## config.mk

```make
export PLATFORM = sky130hd
export DESIGN_NAME = bus_arbiter_rr
export DESIGN_NICKNAME = d
export VERILOG_FILES = /design/src/rtl/bus_arbiter_rr.sv
export SDC_FILE = /design/constraint.sdc
export NUM_CORES = 1
export LEC_CHECK = 0
export CELL_PAD_IN_SITES_DETAIL_PLACEMENT = 0
export CELL_PAD_IN_SITES_GLOBAL_PLACEMENT = 1
export CORE_MARGIN = 1
export CORE_UTILIZATION = 28
export CTS_CLUSTER_DIAMETER = 60
export DETAILED_ROUTE_END_ITERATION = 8
export GPL_TIMING_DRIVEN = 0
export PLACE_DENSITY_LB_ADDON = 0.1
export SLEW_MARGIN = 20
export SYNTH_ARGS = -nofsm -noshare
export SYNTH_HDL_FRONTEND = slang
export SYNTH_SLANG_ARGS = --single-unit
```

## constraint.sdc

```tcl
create_clock -name clk -period 2.06 [get_ports clk]
set_input_delay 0.515 -clock clk [delete_from_list [all_inputs] [get_ports clk]]
set_output_delay 0.515 -clock clk [all_outputs]
set_load 0.005 [all_outputs]
```

## src/rtl/bus_arbiter_rr.sv

```systemverilog
// Round-robin request/grant arbiter driving a registered broadcast bus for M devices.
// Optional tenure limit (forced rotation after MAX_HOLD cycles) compiled in with BUS_HOLD_LIMIT_EN.
module bus_arbiter_rr #(
  parameter int N        = 8,
  parameter int M        = 4,
  parameter int MAX_HOLD = 4
) (
  input  logic                   clk,
  input  logic                   rst,
  input  logic [M-1:0]           req,
  input  logic [M*N-1:0]         data_in,
  output logic [M-1:0]           grant,
  output logic [N-1:0]           bus,
  output logic                   bus_valid,
  output logic [$clog2(M)-1:0]   bus_src
);

  localparam int SW = $clog2(M);

  localparam logic IDLE  = 1'b0;
  localparam logic OWNED = 1'b1;

  if (M < 2 || MAX_HOLD < 1) begin : g_bad_cfg
    $error("bus_arbiter_rr: needs M >= 2 and MAX_HOLD >= 1");
  end

  // First requester found scanning upward from last+1, wrapping at M.
  function automatic logic [SW-1:0] rr_pick(input logic [M-1:0] r, input logic [SW-1:0] last);
    logic [SW-1:0] pick;
    logic          found;
    int            idx;
    pick  = '0;
    found = 1'b0;
    for (int k = 1; k <= M; k++) begin
      idx = (int'(last) + k) % M;
      if (!found && r[idx]) begin
        pick  = SW'(idx);
        found = 1'b1;
      end
    end
    return pick;
  endfunction

  logic          state_q, state_d;
  logic [M-1:0]  grant_q, grant_d;
  logic [SW-1:0] owner_q, owner_d;
  logic [SW-1:0] last_owner_q, last_owner_d;
  logic [N-1:0]  bus_q, bus_d;
  logic          bus_valid_q, bus_valid_d;
  logic [SW-1:0] bus_src_q, bus_src_d;
  logic [SW-1:0] winner;

`ifdef BUS_HOLD_LIMIT_EN
  localparam int HW = $clog2(MAX_HOLD + 1);
  logic [HW-1:0] hold_cnt_q, hold_cnt_d;
`endif

  always_comb begin
    state_d      = state_q;
    grant_d      = grant_q;
    owner_d      = owner_q;
    last_owner_d = last_owner_q;
`ifdef BUS_HOLD_LIMIT_EN
    hold_cnt_d   = hold_cnt_q;
`endif
    // While owned, last_owner equals owner, so the scan reaches the owner only if nobody else asks.
    winner = rr_pick(req, last_owner_q);

    if (state_q == IDLE || !req[owner_q]) begin
      if (|req) begin
        state_d      = OWNED;
        owner_d      = winner;
        last_owner_d = winner;
        grant_d      = M'(1) << winner;
`ifdef BUS_HOLD_LIMIT_EN
        hold_cnt_d   = HW'(1);
`endif
      end else begin
        state_d = IDLE;
        grant_d = '0;
`ifdef BUS_HOLD_LIMIT_EN
        hold_cnt_d = '0;
`endif
      end
    end else begin
`ifdef BUS_HOLD_LIMIT_EN
      if (hold_cnt_q == HW'(MAX_HOLD)) begin
        owner_d      = winner;
        last_owner_d = winner;
        grant_d      = M'(1) << winner;
        hold_cnt_d   = HW'(1);
      end else begin
        hold_cnt_d = hold_cnt_q + HW'(1);
      end
`endif
    end
  end

  always_comb begin
    bus_d       = bus_q;
    bus_valid_d = 1'b0;
    bus_src_d   = bus_src_q;
    if (state_q == OWNED) begin
      bus_d       = data_in[int'(owner_q)*N +: N];
      bus_valid_d = 1'b1;
      bus_src_d   = owner_q;
    end
  end

  always_ff @(posedge clk) begin
    if (rst) begin
      state_q      <= IDLE;
      grant_q      <= '0;
      owner_q      <= '0;
      last_owner_q <= SW'(M - 1);
      bus_q        <= '0;
      bus_valid_q  <= 1'b0;
      bus_src_q    <= '0;
`ifdef BUS_HOLD_LIMIT_EN
      hold_cnt_q   <= '0;
`endif
    end else begin
      state_q      <= state_d;
      grant_q      <= grant_d;
      owner_q      <= owner_d;
      last_owner_q <= last_owner_d;
      bus_q        <= bus_d;
      bus_valid_q  <= bus_valid_d;
      bus_src_q    <= bus_src_d;
`ifdef BUS_HOLD_LIMIT_EN
      hold_cnt_q   <= hold_cnt_d;
`endif
    end
  end

  assign grant     = grant_q;
  assign bus       = bus_q;
  assign bus_valid = bus_valid_q;
  assign bus_src   = bus_src_q;

endmodule
```

### After elaboration in Yosys (flattened, before gate mapping)

Index checks and enable logic that the tools add are counted.

* bits in registers: 20
* output and inout bits: 15
* logic and storage cells: 61

* add/subtract/negate cells: 4
* order comparisons: 5
* shifts and indexed selects: 2
* mux-type cells: 24
* bitwise operators: 5
* reduce and logical (&&, ||, !) cells: 14

Operators by type and width (count)
* $shiftx A32 B6 Y8: 1
* $lt A3 B4 Y1 const B: 4
* $mux W1: 14
* $bmux W1 S2: 5
* $mux W2: 4
* $reduce_or A2 Y1: 4
* $add A2 B1 Y2 const B: 2
* $add A2 B2 Y2 const B: 2
* $and A1 B1 Y1 const A: 4
* $logic_not A1 Y1: 4
* $mux W4: 1
* $reduce_or A4 Y1: 1
* $shl A1 B2 Y4 const A: 1
* $logic_and A1 B1 Y1: 3
* $lt A2 B3 Y1 const B: 1
* $reduce_and A2 Y1: 1
* $logic_or A1 B1 Y1: 1
* $not A1 Y1: 1

### Longest topological paths before layout

* depth in word-level cells: 18
* mapped depth: 7
* gate-level depth less buffers: 5

### Worst setup path after synthesis

No wires, ideal clock.

* kind: input-to-reg
* from: input port req[3]
* to: register owner_q[1]
* setup time: 0.115 ns
* arrival time: 1.639 ns
* required time: 1.945 ns
* setup slack: 0.305 ns
* stages: 6
* path buffers: 1
* cells stage by stage: mux4_2 -> and2_4 -> buf_6 -> nor2_1 -> nor2b_1 -> o21ba_2

* word-level cells in the longest chain between the ends: 13
* elaborated cells on any way between the ends: 31
* those cells by class: mux (21); reduce/logical (10)

RTL lines
* from (decl): line 10 `input logic [M-1:0] req,`
* $bmux W1 S2: line 36 `if (!found && r[idx]) begin`
* $mux W1 (not written as such) (2 in a row): line 36
* $mux W1: line 36
* $logic_not A1 Y1: line 36
* $logic_and A1 B1 Y1: line 36
* $mux W1: line 36
* $logic_not A1 Y1: line 36
* $logic_and A1 B1 Y1: line 36
* $mux W1: line 36
* $logic_not A1 Y1: line 36
* $logic_and A1 B1 Y1: line 36
* $mux W2: line 36
* to (signal assigned): line 125 `owner_q <= owner_d;`
* to (decl): line 46 `logic [SW-1:0] owner_q, owner_d;`

Several ways; a longest one is shown, not always the timed one. The select of a mux whose other input is x is not followed.
A chain may end at the register's enable or synchronous reset.

### Final worst setup path

* from: input port req[3]
* to: register grant_q[2], in the netlist grant[2]

* word-level cells in the longest chain between the ends: 15
* elaborated cells on any way between the ends: 32
* those cells by class: shift (1); mux (22); reduce/logical (9)

RTL lines
* $bmux W1 S2: line 36
* $mux W1 (not written as such) (2 in a row): line 36
* $mux W1: line 36
* $logic_not A1 Y1: line 36
* $logic_and A1 B1 Y1: line 36
* $mux W1: line 36
* $logic_not A1 Y1: line 36
* $logic_and A1 B1 Y1: line 36
* $mux W1: line 36
* $logic_not A1 Y1: line 36
* $logic_and A1 B1 Y1: line 36
* $mux W2: line 36
* $shl A1 B2 Y4: line 74 `grant_d = M'(1) << winner;`
* $mux W4: line 70 `if (|req) begin`
* to (signal assigned): line 124 `grant_q <= grant_d;`
* to (decl): line 45 `logic [M-1:0] grant_q, grant_d;`

Several ways; a longest one is shown, not always the timed one. The select of a mux whose other input is x is not followed.

==> results <==
-- layer usage --
layer | wire length, um | share of wire [%] | vias up | track usage (%)
li1 | - | - | 505 | -
met4 | 15 | 0.57 | 0 | 2.56
met3 | 198 | 7.5 | 2 | 3.99
met1 | 1200 | 45 | 472 | 16.7
met2 | 1230 | 46 | 49 | 23.9
met5 | 0 | 0 | - | 0
-- cells in the mapped netlist (2+ instances only) --
library cell and instances:
dfxtp_1 20, o21ai_0 4, clkbuf_1 4, nor2_1 17, nand2_1 9, o22ai_1 3, mux2i_1 16, nor2b_1 4
nor3_1 2, buf_6 2, a21oi_1 6, mux4_2 5
-- state kept, by name, summed over array words and instances (netlist names) --
register	count
grant	4
state_q	1
bus_valid	1
owner_q	2
bus_src	2
last_owner_q	2
bus	8
-- critical path, delay by kind of cell --
kind	cells	cell delay, ns
buffers and inverters	2	0.45
and+or+nand+nor	2	0.27
AOI/OAI and AO/OA	2	0.42
muxes	1	0.52
-- final cells by class --
type / instances / area [um2] / area share [%]
Clock inverter: 1 / 30.0 / 1.76
Sequential cell: 20 / 400 / 23.4
Inverter: 1 / 3.75 / 0.219
Clock buffer: 3 / 41.3 / 2.41
Multi-Input combinational cell: 80 / 613 / 35.8
Tap cell: 48 / 60.1 / 3.51
Buffer: 8 / 46.3 / 2.71
Timing Repair Buffer: 52 / 515 / 30.1
-- logic make-up (layout without fill, tap and decap cells) --
family	Yosys count	in the layout	share of synthesized area (%)
buffers and inverters	9	65	4.70
multiplexers	22	22	28.1
AND/OR/NAND/NOR	37	37	15.8
AO/OA/AOI/OAI	21	21	13.8
flip-flops	20	20	37.6
-- how the worst max path moves through the flow --
stage / cells past startpoint / slack, ns / to / start
after detailed placement: 7 / -0.38 / grant[2] / req[3]
after floorplan: 6 / 0.31 / owner_q[1] / req[3]
after global placement: 7 / -0.36 / owner_q[1] / req[3]
final: 7 / 0.09 / grant[2] / req[3]
after CTS: 7 / 0.09 / grant[2] / req[3]
after global routing: 7 / 0.0007 / grant[3] / req[3]
-- per-stage QoR --
step	hold slack [ns]	util, %	TNS [ns]
global placement	0.449	44.9	-2.07
finish	0.466	46.7	0
detailed placement	0.452	44.9	-2.19
global route	0.494	46.7	0
floorplan	0.453	-	0
CTS	0.470	46.7	0
-- power groups by stage --
stage	logic [mW]	registers, mW	clock network, mW
6_report	0.361	0.449	0.392
5_1_grt	0.398	0.455	0.417
4_1_cts	0.367	0.450	0.410
3_5_place_dp	0.368	0.458	0
3_3_place_gp	0.364	0.457	0
2_1_floorplan	0.201	0.457	0
-- repair_timing --
action | 4_1_cts | 5_1_grt
setup endpoints to repair | 6 | 0
gates resized for setup | 4 | 0
buffers inserted | 0 | 0
==> qor.yml <==
core_mm2: 0.00366
portBuffers: 52
p_clk_share_pct: 32.6
place_inst: 209
outcome: "finished clean"
hold_viol: 0
path_cells: "dlygate4sd2_1, mux4_2, and2_4, buf_6, a211oi_4, nand2b_2, a21oi_2"
syn-cell-area_mm2: 0.00106
rsz0062_at_grt: "no"
cts_tree: "yes"
num_antenna_cells: 0
r2r_end: "grant[2]"
skew_ns: 0.00395
cpPeakStageDelay_ns: 0.52
clk_latency_ns: 0.26
min_period_over_period_pct: 95.7
slowest_stage: "mux4_2"
first_global_vias: 999
syn-instance-count: 109
min_delay_worst_endpoint: "grant[0]"
cp-end-kind: "flop"
grt_start_max_net_pins: 13
p_sw_share_pct: 24.9
root_buffer: "clkbuf_8"
whs_path_depth: 2
min_period_ns: 1.97
synthFlopType: "dfxtp_1"
area_delta_synth_final_pct: 60.8
drtPass1Iterations: 4
rows: 22
grt_usage_pct: 13.7
cts_buffers: 3
syn_area_per_cell_um2: 9.76
dieArea_mm2: 0.00405
p_comb_share_pct: 30.0
critPathLaunchType: "input pin"
max_freq_mhz: 507
vias: 1028
h-tree-depth: 1
slew_headroom_pct: 50.3
final_layout_size_suffix_gt1_share_pct: 10.3
ys_seq_elements: 20
p_per_area_mw_per_mm2: 703
cts.sinks: 20
yosys.cell_types.count: 29
p_leak_nw: 0.649
synthesis.nets: 147
peakVddDrop_v: 0.000395
crit_type: "input pin to flop"
synth_edf_count: 0
via_per_inst: 4.83
grt_overflow: 0
mostFrequentLayoutCell: "clkdlybuf4s50_1"
power_mw: 1.20
placed_cell_area_mm2: 0.00164
required_ns: 2.25
initial_core_util_pct: 29.0
cp_max_fo: 8
r2r_cells: 7
synth.top_cell.area_share_pct: 37.6
ctsHoldBuffers: 0
r2r_setup_slack_ns: 0.21
wirelength_um: 2650
setup_viol: 0
sequentialPowerShare_pct: 37.4
gp_congestion: 0.824
die_w_um: 63.6
timing.final.max_slew_violations: 0
yosys-top-cells-area: "dfxtp_1 38%, mux2i_1 15%, mux4_2 11%"
drcViolationCount: 0
maxCapViolations: 0
drtAntennaViolNets: 0
crit_arrival_ns: 2.17
setup_slack_ns: 0.0886
r2r_start: "owner_q[0]"
internal-power_uw: 904
fp.dieH_um: 63.6
path_clk_slew_ns: 0.08
final_cell_area_mm2: 0.00171
clk_path_buf_depth: 2
dp_hpwl_um: 2030
layoutNonFillerInstCount: 213
drt_iter0_markers: 25
synth_area_leader_cell: "dfxtp_1"
post-place-ws_ns: -0.378
hp-start: "grant[0]"
ys_seq_area_share_pct: 37.6
yosys_warnings: 0
tightest_slew_ns: 0.745
antenna_found_initial: 0
ys_async_sr_fraction_pct: 0
detail_route.wl_per_cell_um: 12.4
mostFrequentLayoutCells: "48 x clkdlybuf4s50_1, 20 x dfxtp_1, 17 x nor2_1"
fillers: 364
p_switching_uw: 299
min-delay-path-class: "flop to flop"
io_pins: 53
grt_pass1_wl_um: 4410
fin_nets: 204
Note: power is estimated with default switching activity, not from simulation.
==> patch 1, RTL diff (same settings) <==
Build with the macro `BUS_HOLD_LIMIT_EN` defined.
--- a/src/rtl/bus_arbiter_rr.sv
+++ b/src/rtl/bus_arbiter_rr.sv
@@ -1,5 +1,7 @@
 // Round-robin request/grant arbiter driving a registered broadcast bus for M devices.
 // Optional tenure limit (forced rotation after MAX_HOLD cycles) compiled in with BUS_HOLD_LIMIT_EN.
+`define BUS_HOLD_LIMIT_EN
+
 module bus_arbiter_rr #(
   parameter int N        = 8,
   parameter int M        = 4,
Formal check against the unedited RTL: not equivalent (a bounded check fails within 10 cycles, from zero or initial values and one cycle with rst high).
==> patch 1 against the original RTL <==
- cell count down 2.8%
- total power down 5.1%
- highest routed layer unchanged
- worst setup slack better by 0.12 ns
- largest power group unchanged
- area after synthesis up 6.1%
- critical endpoint is now grant[0]
- via count down 3.7%
- sequential cell count up 3
- final area up 3.1%
- routed wire length up 6.6%
- critical path depth down 2
==> patch 1: results (changes against the original RTL) <==
Outcome
  – Status: completed

Worst hold path
  – Hold Path Depth: 1 (-1)
  – End of the worst hold path: grant[3]
  – Critical hold path startpoint: grant[3]

Clock network
  – H-tree depth: 1 (unchanged)
  – Clock Tree Root: clkbuf_8

Synthesis
  – Post-synthesis sequential area ratio: 40.8% (+3.2 points)
  – Yosys cell types: 28 (-3.4%)
  – Post-synth ARST share: 0% (unchanged)
  – Area contributors post-synth: dfxtp_1 41%, mux4_2 18%, mux2i_1 8.9%
  – Top cells by instance count after synthesis: 23 x dfxtp_1, 15 x nor2_1, 10 x mux2i_1
  – Syn_nets: 143 (-2.7%)

Pwr
  – Lkg Pwr: 0.000690 uW (+6.2%)
  – Maximum VDD drop: 0.000494 V (+25%)

Drt
  – Initial drt markers: 20 (-20%)
  – Metal-1 WL: 1210 um (+0.42%)
  – DRT Pass-1 Iters: 4 (unchanged)
  – Met2 wire len: 1480 um (+20%)
  – Met3 Wirelength: 122 um (-38%)
  – DR vias: 990 (-3.7%)
  – DRT Wirelength: 2820 um (+6.6%)

Place
  – Number of buffers added on ports: 51 (-1.9%)
  – Post-DP HPWL: 2210 um (+8.9%)
  – Gpl congestion: 0.758 (-8.0%)
  – Setup WS pre-CTS: -0.368 ns (+0.00984 ns)
  – Post-place instance area: 0.00170 mm2 (+3.3%)

Layout
  – Share of cells above drive strength 1: 10.7% (+0.39 points)
  – Max FFs per register: 8 (unchanged)
  – Nets: 200 (-2.0%)
  – Ant. Diodes: 0 (unchanged)

GRT
  – Tot GR Track Use: 14.2% (+0.47 points)
  – First-pass GRT wire length: 4580 um (+3.9%)
  – Met1 Use GR: 16.6% (-0.090 points)
  – Grt met2 use: 25.3% (+1.3 points)
  – Vias in the first global route: 1008 (+0.90%)
  – Met3 Use GR: 4.17% (+0.18 points)
  – Largest net degree at the start of global routing: 13 (unchanged)

Timing
  – Skew final: 0.00496 ns (+0.00101 ns)
  – Worst Max-Slew Pin Slew: 0.596 ns (-0.149 ns)
  – Final setup fails: 0 (unchanged)
  – Fmax: 0.541 GHz (+6.6%)

Floorplanning
  – Core ar.: 0.00377 mm2 (+3.0%)

Setup path
  – Critical Path End: grant[0]
  – Flop-to-flop setup slack: 0.38 ns (+0.17 ns)
  – Max FO, Critical Path: 6 (-2)
  – Critical Path AT: 2.06 ns (-0.11 ns)
  – Worst R2R Path Depth: 4 (-3)
[patch 1: cell count changes in the layout (fill, tap and decap cells not counted), sizes merged, moves of 3 or more]
| cell | unedited run | this run |
|---|---|---|
| o21ai | 4 | 0 |
| dfxtp | 20 | 23 |
| mux2i | 16 | 10 |
| mux4 | 6 | 9 |
| o22ai | 3 | 0 |
| a32o | 0 | 4 |
| nand2 | 9 | 4 |
| a21oi | 7 | 4 |
| nor2b | 4 | 1 |
[patch 1: critical path, stage by stage]
cell and delay [ns]:
dlygate4sd2_1 0.29, mux4_2 0.52, a31o_4 0.29, nor2_1 0.24, a32o_1 0.21
[patch 1: repair_timing]
action / in CTS / in global routing
endpoints found under the hold margin: 0 / 0
setup endpoints to repair: 2 / 7
setup buffers: 1 / 0
resized for setup: 3 / 2
[patch 1: layout make-up]
type | instances | area [um2]
fill | 338 | 2010
multi-input combinational | 72 | 644
timing repair buffer | 52 | 520
sequential | 23 | 460
tap | 48 | 60.1
clock buffer | 4 | 45.0
buffer | 6 | 25.0
inverter | 2 | 7.51
[patch 1: per-stage QoR]
stage	cells	power, uW	hold WS [ns]	utilization [%]
2_1_floorplan	103	705	0.466	-
3_3_place_gp	202	863	0.455	45.1
3_5_place_dp	202	870	0.460	45.1
4_1_cts	207	1160	0.478	46.6
5_1_grt	207	1210	0.498	46.7
6_report	207	1140	0.470	46.7
[patch 1: kinds of logic (layout without fill, tap and decap cells)]
kind of cell,count (synthesis),count (layout),synth area share (%)
and+or+nand+nor,36,36,16.3
DFF,23,23,40.8
muxes,19,19,26.8
AOI/OAI and AO/OA,14,14,10.2
buffers and inverters,8,64,2.88
adders and majority gates,2,2,2.22
xor gates and xnor gates,1,1,0.776
[patch 1: power by group]
group,internal [uW],total (uW),switching (uW)
Clock,138,278,140
Combinational,219,352,132
Sequential,488,511,23.1
==> patch 2, RTL diff (config.mk and constraints unchanged) <==
Without the edit above. Reset style: asynchronous (`rst`), changed in one clocked block.
--- a/src/rtl/bus_arbiter_rr.sv
+++ b/src/rtl/bus_arbiter_rr.sv
@@ -107,7 +107,7 @@
     end
   end
 
-  always_ff @(posedge clk) begin
+  always_ff @(posedge clk or posedge rst) begin
     if (rst) begin
       state_q      <= IDLE;
       grant_q      <= '0;
Formal check against the unedited RTL: differs if rst is asserted again (counterexample within 4 cycles, from zero or initial values and one cycle with rst high); with rst held inactive, the same outputs for 10 cycles.
==> patch 2 against the original RTL <==
- via count decreased by 20%
- clock skew rose by 0.0012 ns
- final area fell by 0.29%
- first-iteration DRC count decreased by 4.0%
- worst setup slack improved by 0.087 ns
- synthesized cell count fell by 32%
- routed wire length shrank 9.0%
- critical endpoint is now owner_q[0]
- sequential cell count unchanged
- area after synthesis rose by 2.0%
Power is not compared: it rests on default switching activity, and its combinational part moved more than twofold at a synthesized area within 25%.
==> patch 2: results (changes against the original RTL) <==
Drt
  – WL per Instance: 13.5 um (+8.9%)
  – DR vias: 827 (-20%)
  – Initial drt markers: 24 (-4.0%)
  – Met2 wire len: 1170 um (-5.0%)
  – Metal-1 WL: 1070 um (-11%)

Setup path
  – Reg2Reg Capture Point: owner_q[0]
  – Worst R2R Path Depth: 5 (-2)

Place
  – Gpl congestion: 0.788 (-4.3%)
  – Setup WS pre-CTS: -0.347 ns (+0.0304 ns)
  – Post-DP HPWL: 1820 um (-10%)

Timing
  – Skew final: 0.00512 ns (+0.00117 ns)

GRT
  – First-pass GRT wire length: 4200 um (-4.9%)
  – Tot GR Track Use: 13.6% (-0.19 points)
  – Vias in the first global route: 882 (-12%)
  – Largest net degree at the start of global routing: 21 (+8)
  – Met1 Use GR: 16.7% (+0.074 points)
  – Met3 Use GR: 2.68% (-1.3 points)

Outcome
  – Status: completed

Synthesis
  – Main synth FF type: dfrtp_1
  – Area contributors post-synth: dfrtp_1 42%, mux4_2 19%, mux2_2 10%
  – Post-synthesis sequential area ratio: 46.4% (+8.7 points)

Layout
  – Footprint of the multi-input gates: 551 um2 (-10%)
  – Fill count: 345 (-5.2%)
  – Nets: 169 (-17%)
  – Share of cell area taken by multi-input logic gates: 32.3% (-3.6 points)
[patch 2: kinds of logic after synthesis]
family | after synthesis | synth area share [%]
buffers and inverters | 6 | 2.88
muxes | 23 | 33.2
DFF | 20 | 46.4
and+or+nand+nor | 16 | 9.92
AOI/OAI and AO/OA | 9 | 7.61
[patch 2: repair_timing]
action / CTS / global route
gates resized for setup: 4 / 0
setup endpoints to repair: 4 / 0
endpoints found under the hold margin: 0 / 0
[patch 2: how the worst min path moves through the flow]
| stage | start | to | slack (ns) | depth (start not counted) |
|---|---|---|---|---|
| 6_report | state_q | bus_valid | 0.39 | 0 |
| 5_1_grt | state_q | bus_valid | 0.41 | 0 |
| 4_1_cts | state_q | bus_valid | 0.39 | 0 |
| 3_5_place_dp | state_q | bus_valid | 0.38 | 0 |
| 3_3_place_gp | state_q | bus_valid | 0.38 | 0 |
| 2_1_floorplan | state_q | bus_valid | 0.36 | 0 |
